$ cat config.mk
export PLATFORM = sky130hd
export DESIGN_NAME = gol_census_hud
export DESIGN_NICKNAME = d
export VERILOG_FILES = /design/src/rtl/gol_pkg.sv /design/src/rtl/census_counter.sv /design/src/rtl/gol_census_hud.sv
export SDC_FILE = /design/constraint.sdc
export NUM_CORES = 1
export LEC_CHECK = 0
export CELL_PAD_IN_SITES_DETAIL_PLACEMENT = 2
export CELL_PAD_IN_SITES_GLOBAL_PLACEMENT = 2
export CORE_MARGIN = 2
export CORE_UTILIZATION = 35
export CTS_BUF_LIST = sky130_fd_sc_hd__clkbuf_4
export CTS_CLUSTER_SIZE = 24
export DETAILED_ROUTE_END_ITERATION = 8
export PLACE_DENSITY = 0.76
export SYNTH_ARGS = -nofsm -noshare
export SYNTH_HDL_FRONTEND = slang
export SYNTH_SLANG_ARGS = --single-unit
$ cat constraint.sdc
create_clock -name clk -period 5.4 [get_ports clk]
set_input_delay 0.81 -clock clk [delete_from_list [all_inputs] [get_ports clk]]
set_output_delay 0.81 -clock clk [all_outputs]
set_load 0.01 [all_outputs]
$ cat src/rtl/gol_pkg.sv
// Shared constants, types and the species palette for the Game-of-Life
// census and HUD overlay path.
package gol_pkg;

  localparam int NUM_SPECIES = 7;
  localparam int CELL_W      = 4;
  localparam int CNT_W       = 17;
  localparam int X_W         = 11;
  localparam int Y_W         = 10;

  // 720p active area
  localparam int H_ACTIVE = 1280;
  localparam int V_ACTIVE = 720;

  localparam logic [CNT_W-1:0] CNT_SAT = 17'h10000;

  typedef logic [23:0] rgb_t;
  typedef logic [2:0]  species_t;

  // Same colours svo_hdmi uses to paint the cells themselves.
  function automatic rgb_t palette(input species_t s);
    case (s)
      3'd1:    palette = 24'hFF4040;
      3'd2:    palette = 24'h40FF40;
      3'd3:    palette = 24'h4040FF;
      3'd4:    palette = 24'hFFFF40;
      3'd5:    palette = 24'hFF40FF;
      3'd6:    palette = 24'h40FFFF;
      3'd7:    palette = 24'hFFFFFF;
      default: palette = 24'h000000;
    endcase
  endfunction

endpackage

$ cat src/rtl/census_counter.sv
// One species accumulator: saturating count, copied to a snapshot and
// restarted at the frame boundary.
module census_counter
  import gol_pkg::*;
(
  input  logic             clk,
  input  logic             rst_n,
  input  logic             i_inc,
  input  logic             i_snap,
  output logic [CNT_W-1:0] o_acc,
  output logic [CNT_W-1:0] o_snap
);

  logic [CNT_W-1:0] r_acc;
  logic [CNT_W-1:0] r_snap;

  // A hit on the boundary cycle belongs to the new frame, so it seeds the count.
  always_ff @(posedge clk or negedge rst_n) begin
    if (!rst_n) begin
      r_acc  <= '0;
      r_snap <= '0;
    end else if (i_snap) begin
      r_snap <= r_acc;
      r_acc  <= i_inc ? CNT_W'(1) : '0;
    end else if (i_inc && (r_acc != CNT_SAT)) begin
      r_acc <= r_acc + CNT_W'(1);
    end
  end

  assign o_acc  = r_acc;
  assign o_snap = r_snap;

endmodule

$ cat src/rtl/gol_census_hud.sv
// Per-frame species census with a 7-bar histogram drawn over the next frame;
// every video signal leaves exactly two pixel clocks after it arrives.
module gol_census_hud
  import gol_pkg::*;
#(
  parameter int BAR_X0  = 16,
  parameter int BAR_Y0  = 16,
  parameter int BAR_H   = 8,
  parameter int SHIFT   = 8,
  parameter int BAR_MAX = 256
) (
  input  logic              clk,
  input  logic              rst_n,
  input  logic              hud_en,
  input  logic [7:0]        i_r,
  input  logic [7:0]        i_g,
  input  logic [7:0]        i_b,
  input  logic              i_hs,
  input  logic              i_vs,
  input  logic              i_de,
  input  logic              cell_valid,
  input  logic [CELL_W-1:0] cell_state,
  output logic [7:0]        o_r,
  output logic [7:0]        o_g,
  output logic [7:0]        o_b,
  output logic              o_hs,
  output logic              o_vs,
  output logic              o_de,
  output logic              census_valid,
  output logic [CNT_W-1:0]  live_total
);

  localparam int LEN_W = $clog2(BAR_MAX + 1);
  localparam int SUM_W = CNT_W + 3;

  // Stage-1 registers double as the previous-cycle samples for edge detection.
  logic             r1_hs, r1_vs, r1_de;
  rgb_t             r1_rgb;
  species_t         r1_hit;
  logic             r2_hs, r2_vs, r2_de;
  rgb_t             r2_rgb;
  logic [X_W-1:0]   r_x;
  logic [Y_W-1:0]   r_y;
  logic             r_hud_on;
  logic             r_census_valid;
  logic [CNT_W-1:0] r_live_total;
  logic [LEN_W-1:0] r_len [1:NUM_SPECIES];

  logic             w_vs_rise;
  logic             w_de_fall;
  logic [CNT_W-1:0] w_acc  [1:NUM_SPECIES];
  logic [CNT_W-1:0] w_snap [1:NUM_SPECIES];
  logic [SUM_W-1:0] w_sum;
  logic [CNT_W-1:0] w_total;
  species_t         w_hit;
  logic             w_in_active;
  logic             w_hit_en;

  assign w_vs_rise = i_vs & ~r1_vs;
  assign w_de_fall = r1_de & ~i_de;

  // cell_valid is a qualifier-only pulse (no ready); census_valid is a
  // one-cycle strobe, and live_total is stable from that strobe until the next.
  for (genvar g = 1; g <= NUM_SPECIES; g++) begin : g_cnt
    census_counter u_cnt (
      .clk    (clk),
      .rst_n  (rst_n),
      .i_inc  (cell_valid && (cell_state == CELL_W'(g))),
      .i_snap (w_vs_rise),
      .o_acc  (w_acc[g]),
      .o_snap (w_snap[g])
    );
  end

  // Seven saturated counts can exceed the output width; pin at all-ones.
  always_comb begin
    w_sum = '0;
    for (int s = 1; s <= NUM_SPECIES; s++) begin
      w_sum = w_sum + SUM_W'(w_acc[s]);
    end
    w_total = (w_sum > SUM_W'(2**CNT_W - 1)) ? '1 : w_sum[CNT_W-1:0];
  end

  function automatic logic [LEN_W-1:0] bar_len(input logic [CNT_W-1:0] c);
    logic [CNT_W-1:0] sh;
    sh = c >> SHIFT;
    bar_len = (sh > CNT_W'(BAR_MAX)) ? LEN_W'(BAR_MAX) : sh[LEN_W-1:0];
  endfunction

  always_comb begin
    w_hit       = '0;
    w_in_active = (r_x < X_W'(H_ACTIVE)) && (r_y < Y_W'(V_ACTIVE));
    for (int s = 1; s <= NUM_SPECIES; s++) begin
      if ((r_y >= Y_W'(BAR_Y0 + (s - 1) * (BAR_H + 2))) &&
          (r_y <  Y_W'(BAR_Y0 + (s - 1) * (BAR_H + 2) + BAR_H)) &&
          ({1'b0, r_x} >= 12'(BAR_X0)) &&
          ({1'b0, r_x} <  12'(BAR_X0) + 12'(r_len[s]))) begin
        w_hit = 3'(s);
      end
    end
    w_hit_en = r_hud_on && i_de && w_in_active && (w_hit != '0);
  end

  always_ff @(posedge clk or negedge rst_n) begin
    if (!rst_n) begin
      r_x <= '0;
      r_y <= '0;
    end else begin
      if (w_de_fall) begin
        r_x <= '0;
      end else if (i_de) begin
        r_x <= r_x + X_W'(1);
      end
      if (w_vs_rise) begin
        r_y <= '0;
      end else if (w_de_fall) begin
        r_y <= r_y + Y_W'(1);
      end
    end
  end

  // Snapshot side: totals and hud_on at the boundary, bar lengths one cycle later.
  always_ff @(posedge clk or negedge rst_n) begin
    if (!rst_n) begin
      r_hud_on       <= 1'b0;
      r_census_valid <= 1'b0;
      r_live_total   <= '0;
      for (int s = 1; s <= NUM_SPECIES; s++) begin
        r_len[s] <= '0;
      end
    end else begin
      r_census_valid <= w_vs_rise;
      if (w_vs_rise) begin
        r_live_total <= w_total;
        r_hud_on     <= hud_en;
      end
      if (r_census_valid) begin
        for (int s = 1; s <= NUM_SPECIES; s++) begin
          r_len[s] <= bar_len(w_snap[s]);
        end
      end
    end
  end

  always_ff @(posedge clk or negedge rst_n) begin
    if (!rst_n) begin
      r1_hs  <= 1'b0;
      r1_vs  <= 1'b0;
      r1_de  <= 1'b0;
      r1_rgb <= '0;
      r1_hit <= '0;
      r2_hs  <= 1'b0;
      r2_vs  <= 1'b0;
      r2_de  <= 1'b0;
      r2_rgb <= '0;
    end else begin
      r1_hs  <= i_hs;
      r1_vs  <= i_vs;
      r1_de  <= i_de;
      r1_rgb <= {i_r, i_g, i_b};
      r1_hit <= w_hit_en ? w_hit : '0;
      r2_hs  <= r1_hs;
      r2_vs  <= r1_vs;
      r2_de  <= r1_de;
      r2_rgb <= (r1_hit != '0) ? palette(r1_hit) : r1_rgb;
    end
  end

  assign {o_r, o_g, o_b} = r2_rgb;
  assign o_hs            = r2_hs;
  assign o_vs            = r2_vs;
  assign o_de            = r2_de;
  assign census_valid    = r_census_valid;
  assign live_total      = r_live_total;

endmodule

After elaboration in Yosys (flattened, before gate mapping)
Index checks and enable logic that the tools add are counted. W data, S select, Z words.

$add $sub $neg: 22. Order comparisons: 32. Eq/ne operators: 21. Mux-type cells: 43. Bitwise operators: 4. Reductions and logical operators: 50.

Operator list (number): $mux W17 (15); $pmux W24 S7 (1); $add A17 B1 Y17 const B (7); $ne A17 B17 Y1 const B (7); $lt A11 B10 Y1 (7); $add A5 B9 Y10 const A (7); $gt A9 B9 Y1 const B (7); $mux W9 (7); $add A20 B17 Y20 (3); $logic_and A1 B1 Y1 (39); $ge A10 B6 Y1 const B (3); $lt A10 B6 Y1 const B (3); $lt A10 B7 Y1 const B (3); $mux W24 (1); $mux W11 (2); $add A19 B17 Y20 (1); $ge A10 B5 Y1 const B (2); $ge A10 B7 Y1 const B (2); $gt A20 B17 Y1 const B (1); $mux W10 (2); $add A18 B17 Y19 (1); $add A17 B17 Y18 (1); $reduce_bool A2 Y1 (9); $eq A4 B3 Y1 const B (4); other kinds (17) (37).

Flip-flop bits (word level): 398. Input port bits: 35. Output and inout port bits: 45. Logic and storage cells: 207.

Longest topological paths before layout
Gate-level depths: netlist (run 1).

Depth in word-level cells: 14. Mapped depth: 17. Gate-level depth less buffers: 16.

Cells and area by module
A second synthesis (run 1) with hierarchy kept.

Cells, all modules: 2128. Area, all modules: 22616.7 um^2.

Modules (own cells, without submodules): gol_census_hud (times used 1, cells each 1155, area an instance 11379.7 um^2, seq. area each 4003.8 um^2); census_counter (times used 7, cells each 139, area an instance 1605.3 um^2, seq. area each 850.8 um^2).

Worst setup path after synthesis (run 1)
OpenSTA, ideal clock, no wires.

Kind: register to register. Start: register g_cnt[1].u_cnt.r_acc[2]. End: register r_live_total[11] (netlist: live_total[11]). Setup time: 126 ps. Arrival time: 4461 ps. Slack: 813 ps. Stages on the path, launching flop included: 18. Buffers on the path: 1. Clock period less this slack: 4587 ps. Path through: dfrtp_1 inv_1 fa_1 inv_1 fa_1 fa_1 inv_1 fa_1 inv_1 ha_1 a21oi_1 o2111ai_1 a31o_2 a41oi_1 o211ai_1 nand2_1 buf_2 a21oi_1.

Cells in the longest elaborated chain, start to end: 8.

Ends and longest elaborated chain: start, declared (RTL line census_counter.sv:14) `logic [CNT_W-1:0] r_acc;`; start signal, assigned (RTL line census_counter.sv:24) `r_acc <= i_inc ? CNT_W'(1) : '0;`; start signal, assigned (RTL line census_counter.sv:26) `r_acc <= r_acc + CNT_W'(1);`; $add A17 B17 Y18 * (RTL line gol_census_hud.sv:79) `w_sum = w_sum + SUM_W'(w_acc[s]);`; $add A18 B17 Y19 * (RTL line gol_census_hud.sv:79); $add A19 B17 Y20 * (RTL line gol_census_hud.sv:79); $add A20 B17 Y20 * (3 in a row) (RTL line gol_census_hud.sv:79); $gt A20 B17 Y1 (RTL line gol_census_hud.sv:81) `w_total = (w_sum > SUM_W'(2**CNT_W - 1)) ? '1 : w_sum[CNT_W-1:0];`; $mux W17 * (RTL line gol_census_hud.sv:81); end signal, assigned (RTL line gol_census_hud.sv:134) `r_live_total <= w_total;`; end, declared (RTL line gol_census_hud.sv:46) `logic [CNT_W-1:0] r_live_total;`.

Every way passes the cells marked *; elsewhere a longest branch is shown, timed or not. A chain may end at the register's enable or synchronous reset.

Worst setup path in the final report (run 1)
Start: register g_cnt[1].u_cnt.r_acc[2]. End: register r_live_total[9] (netlist: live_total[9]).

The elaborated chain is that of the path after synthesis.

==> impl_table.tex, run 1 <==
\begin{tabular}{lr}
\hline
Metric & Value \\
\hline
\multicolumn{2}{l}{\textbf{Timing}} \\
\quad Clk\_skew & 0.0609 ns \\
\quad Post-route minimum period & 5.01 ns \\
\quad Slew at the pin closest to its max-slew limit & 1.18 ns \\
\quad Setup repair after global routing missed its margin & false \\
\quad Fin worst setup slack & 0.389 ns \\
\quad Worst max-slew margin expressed relative to the limit & 20.8\% \\
\quad Share of the clock period used by the worst path after layout & 92.8\% \\
\quad Worst hold slack & 0.347 ns \\
\quad Final count of negative-setup-slack endpoints & 0 \\
\quad Max Clock Freq & 0.200 GHz \\
\quad Count of endpoints failing hold in the final timing report & 0 \\
\quad Final sum of negative setup slack & 0 ns \\
\quad Max-slew violation count & 0 \\
\multicolumn{2}{l}{\textbf{Run status}} \\
\quad Status & completed \\
\multicolumn{2}{l}{\textbf{Final layout}} \\
\quad Ratio of cells with drive above 1 in the final layout & 8.08\% \\
\quad Nets & 2373 \\
\quad Most common cell after layout, fill and taps aside & dfrtp\_1 \\
\quad Number of standard cells in the final layout excluding fillers & 2921 \\
\quad Commonest non-fill, non-tap cells in the layout & 341 x dfrtp\_1, 257 x inv\_1, 225 x nor2\_1, 170 x nand2\_1, 152 x o21ai\_0 \\
\quad Area growth from synthesis to final layout & 14.3\% \\
\quad Filler cells & 6010 \\
\multicolumn{2}{l}{\textbf{Detailed routing}} \\
\quad Mean routed wirelength per cell & 20.1 µm \\
\quad Remaining number of nets flagged by the antenna check after routing & 0 \\
\quad Drt total wl & 58600 µm \\
\quad Drt first-iter violations & 629 \\
\quad Detailed-route DRC error count & 0 \\
\quad Vias/cell & 5.10 \\
\quad First-pass iteration count of the detailed router & 4 \\
\quad Total via count in the routed design & 14900 \\
\multicolumn{2}{l}{\textbf{Clocking}} \\
\quad Clock tree from TritonCTS & done \\
\quad CTS clk-pin slew, worst paths & 0.06 ns \\
\quad Post-CTS setup repair buffer count & 0 \\
\quad Root buffer cell & clkbuf\_4 \\
\quad CTS sink count & 342 \\
\quad Number of clock buffers inserted by TritonCTS & 102 \\
\quad Insertion delay of the later-clocked pin in the worst-skew pair & 0.87 ns \\
\quad Total number of H-tree levels & 3 \\
\quad Clock buffer depth & 3 \\
\multicolumn{2}{l}{\textbf{Worst hold path}} \\
\quad Worst Hold Class & reg2reg \\
\quad Capture endpoint of the worst hold path & o\_hs\$\_DFF\_PN0\_ \\
\quad Number of cells traversed by the worst hold path & 0 \\
\quad Hold path startpoint & r1\_hs\$\_DFF\_PN0\_ \\
\multicolumn{2}{l}{\textbf{Power}} \\
\quad Power density over the cells & 250 nW/µm² \\
\quad Switching component of the power & 0.00150 W \\
\quad Part of the total power dissipated in sequential elements & 48.5\% \\
\quad Max IR drop VDD & 0.000118 V \\
\quad Portion of total power attributed to combinational logic & 7.1\% \\
\quad Share of total power consumed by net switching & 27.2\% \\
\quad Cell internal pwr & 0.00403 W \\
\quad Part of the power in the clock network & 44.4\% \\
\quad Lkg Pwr & 10.1 nW \\
\multicolumn{2}{l}{\textbf{Synth}} \\
\quad Synth warnings & 0 \\
\quad Post-synthesis async set-or-reset flop share & 100\% \\
\quad Library cell occupying the most area in the post-synthesis netlist & dfrtp\_1 \\
\quad Number of storage elements in the synthesis netlist & 342 \\
\quad Unique masters post-synth & 58 \\
\quad Synth Cell Area & 19400 µm² \\
\quad Dominant cells by area after synthesis & dfrtp\_1 44\%, fa\_1 8.6\%, ha\_1 7.0\% \\
\quad Post-synthesis instance total & 2022 \\
\quad Top-area cell type share of the netlist area & 44.2\% \\
\quad Register area share after synthesis & 44.2\% \\
\quad Synthesized area per cell & 9.58 µm² \\
\quad Net count of the mapped netlist & 2249 \\
\quad Commonest register cell after synthesis & dfrtp\_1 \\
\quad Count of flip-flops with a built-in enable after synthesis & 0 \\
\multicolumn{2}{l}{\textbf{Place}} \\
\quad Total placed cells including tap cells & 2745 \\
\quad Placement-stage worst setup slack & 0.126 ns \\
\quad Placer Congestion & 0.829 \\
\quad Final HPWL DP & 42800 µm \\
\quad Port bufs & 79 \\
\multicolumn{2}{l}{\textbf{Die}} \\
\quad Total core area & 54900 µm² \\
\quad Die outline area & 57300 µm² \\
\quad Top Ports & 80 \\
\quad Starting density of the core & 35.3\% \\
\quad Standard-cell rows & 86 \\
\quad Y dimension of the die & 239 µm \\
\quad Die width & 239 µm \\
\multicolumn{2}{l}{\textbf{Setup path}} \\
\quad Startpoint kind of the worst setup timing path & register \\
\quad Cells on worst reg2reg path & 16 \\
\quad FF-to-FF setup slack & 0.39 ns \\
\quad RR Endpoint & live\_total[9]\$\_DFFE\_PN0P\_ \\
\quad Kind of end point of the critical path & register \\
\quad Required time at the endpoint of the critical path & 6.09 ns \\
\quad Largest fanout on the critical path & 14 \\
\quad CP Class & reg2reg \\
\quad Worst EP arrival & 5.70 ns \\
\quad Source of the worst register-to-register timing path & g\_cnt[1].u\_cnt.o\_acc[2]\$\_DFFE\_PN0P\_ \\
\multicolumn{2}{l}{\textbf{Global routing}} \\
\quad Initial antenna violation count & 2 \\
\quad Remaining Overflow, GRT & 0 \\
\quad Vias in the first global route & 17300 \\
\quad Maximum number of pins on one net before global-route repair & 99 \\
\quad Global-route wire length before repair & 95600 µm \\
\quad Aggregate global-route resource usage & 21.4\% \\
\multicolumn{2}{l}{\textbf{Flow run}} \\
\quad Total of max-cap violations & 0 \\
\hline
\end{tabular}
-- power groups by stage --
stage | registers, W | clock network, W | logic (W)
after floorplan | 0.00271 | 0 | 0.000177
after global placement | 0.00273 | 0 | 0.000380
after detailed placement | 0.00273 | 0 | 0.000403
after CTS | 0.00269 | 0.00257 | 0.000409
after global routing | 0.00269 | 0.00270 | 0.000450
final | 0.00268 | 0.00246 | 0.000396
-- metal layers --
metal	GRT usage (%)	share of wire [%]	vias to the layer above
met5	0	0	-
met4	8.01	3.1	0
met3	3.98	3.7	113
met2	37.2	50	259
met1	26.3	43	7586
li1	-	-	6947
-- sequential cells by signal, summed over array words and instances (netlist names), 3 cells and up --
register	flops
r2_rgb	24
r_len	63
r1_rgb	24
live_total	17
r1_hit	3
r_y	10
g_cnt.u_cnt.o_acc	119
r_x	11
g_cnt.u_cnt.o_snap	63
-- kinds of logic (layout without fill, tap and decap cells) --
logic type      count (synthesis)  count (layout)  synth area share, %
simple gates                  722             722                 18.4
flops                         342             342                 44.2
buf+inv                       326             518                 6.33
compound gates                285             285                 8.30
fa+ha+maj                     193             193                 15.7
xor+xnor                      141             141                 6.37
mux                            13              13                0.723
other cells                     0               3                    0
-- critical path, cell delays in order (launching register included) --
cell and delay, ns:
dfrtp_1 0.37, inv_1 0.11, fa_1 0.56, inv_1 0.06, fa_1 0.51, fa_1 0.55, inv_1 0.05, fa_1 0.56
inv_1 0.06, ha_1 0.30, a21oi_1 0.23, o2111ai_1 0.28, a31o_2 0.35, a41oi_2 0.26, o211ai_1 0.20, nand2_2 0.29
a21oi_1 0.13
-- repair_timing --
| item | CTS | global route |
|---|---|---|
| resized for setup | 0 | 2 |
| hold endpoints to repair | 87 | 0 |
| hold buffers | 1 | 0 |
| endpoints found under the setup margin | 0 | 14 |
-- worst max-delay path by stage --
| stage | startpoint | endpoint | slack, ns |
|---|---|---|---|
| after floorplan | g_cnt[1].u_cnt.o_acc[2]$_DFFE_PN0P_ | live_total[11]$_DFFE_PN0P_ | 0.81 |
| after global placement | g_cnt[4].u_cnt.o_acc[2]$_DFFE_PN0P_ | live_total[10]$_DFFE_PN0P_ | 0.36 |
| after detailed placement | g_cnt[1].u_cnt.o_acc[2]$_DFFE_PN0P_ | live_total[9]$_DFFE_PN0P_ | 0.13 |
| after CTS | g_cnt[1].u_cnt.o_acc[2]$_DFFE_PN0P_ | live_total[9]$_DFFE_PN0P_ | 0.10 |
| after global routing | g_cnt[1].u_cnt.o_acc[2]$_DFFE_PN0P_ | live_total[13]$_DFFE_PN0P_ | 0.12 |
| final | g_cnt[1].u_cnt.o_acc[2]$_DFFE_PN0P_ | live_total[9]$_DFFE_PN0P_ | 0.39 |
-- cell usage after synthesis (26+ instances only) --
master and number:
dfrtp_1 342, xor2_1 43, fa_1 83, nand4_1 29, nand2_1 171, nor2_1 225
a21oi_1 67, clkbuf_1 64, nor3_1 26, xnor2_1 98, nand3b_1 57, o21ai_0 152
ha_1 109, inv_1 257, nand3_1 76
-- stage by stage --
| stage | cell area, µm² | power, W | util [%] |
|---|---|---|---|
| detailed placement | 20900 | 0.00314 | 38.1 |
| global route | 22100 | 0.00584 | 40.4 |
| global placement | 20900 | 0.00311 | 38.1 |
| finish | 22100 | 0.00554 | 40.4 |
| floorplan | 19400 | 0.00289 | - |
| CTS | 22100 | 0.00567 | 40.3 |
-- cell type report --
cell class	instances	area, µm²	share of cell area [%]
diodes	3	7.51	0.0339
clock buffers	142	1070	4.81
clock inverters	30	160	0.723
inverters	258	971	4.38
multi-input cells	1354	9610	43.4
flip-flops and latches	342	8560	38.7
well taps	704	881	3.98
repair buffers	88	891	4.02
Power figures use the tool's default switching activity.
==> run 2, diff against run 1 <==
--- a/config.mk
+++ b/config.mk
@@ -10,7 +10,7 @@
 export CORE_MARGIN = 2
 export CORE_UTILIZATION = 35
 export CTS_BUF_LIST = sky130_fd_sc_hd__clkbuf_4
-export CTS_CLUSTER_SIZE = 24
+export CTS_CLUSTER_SIZE = 14
 export DETAILED_ROUTE_END_ITERATION = 8
 export PLACE_DENSITY = 0.76
 export SYNTH_ARGS = -nofsm -noshare
==> results of run 2 <==
Same layout as run 1: the final DEF is identical, and so are final timing and power.
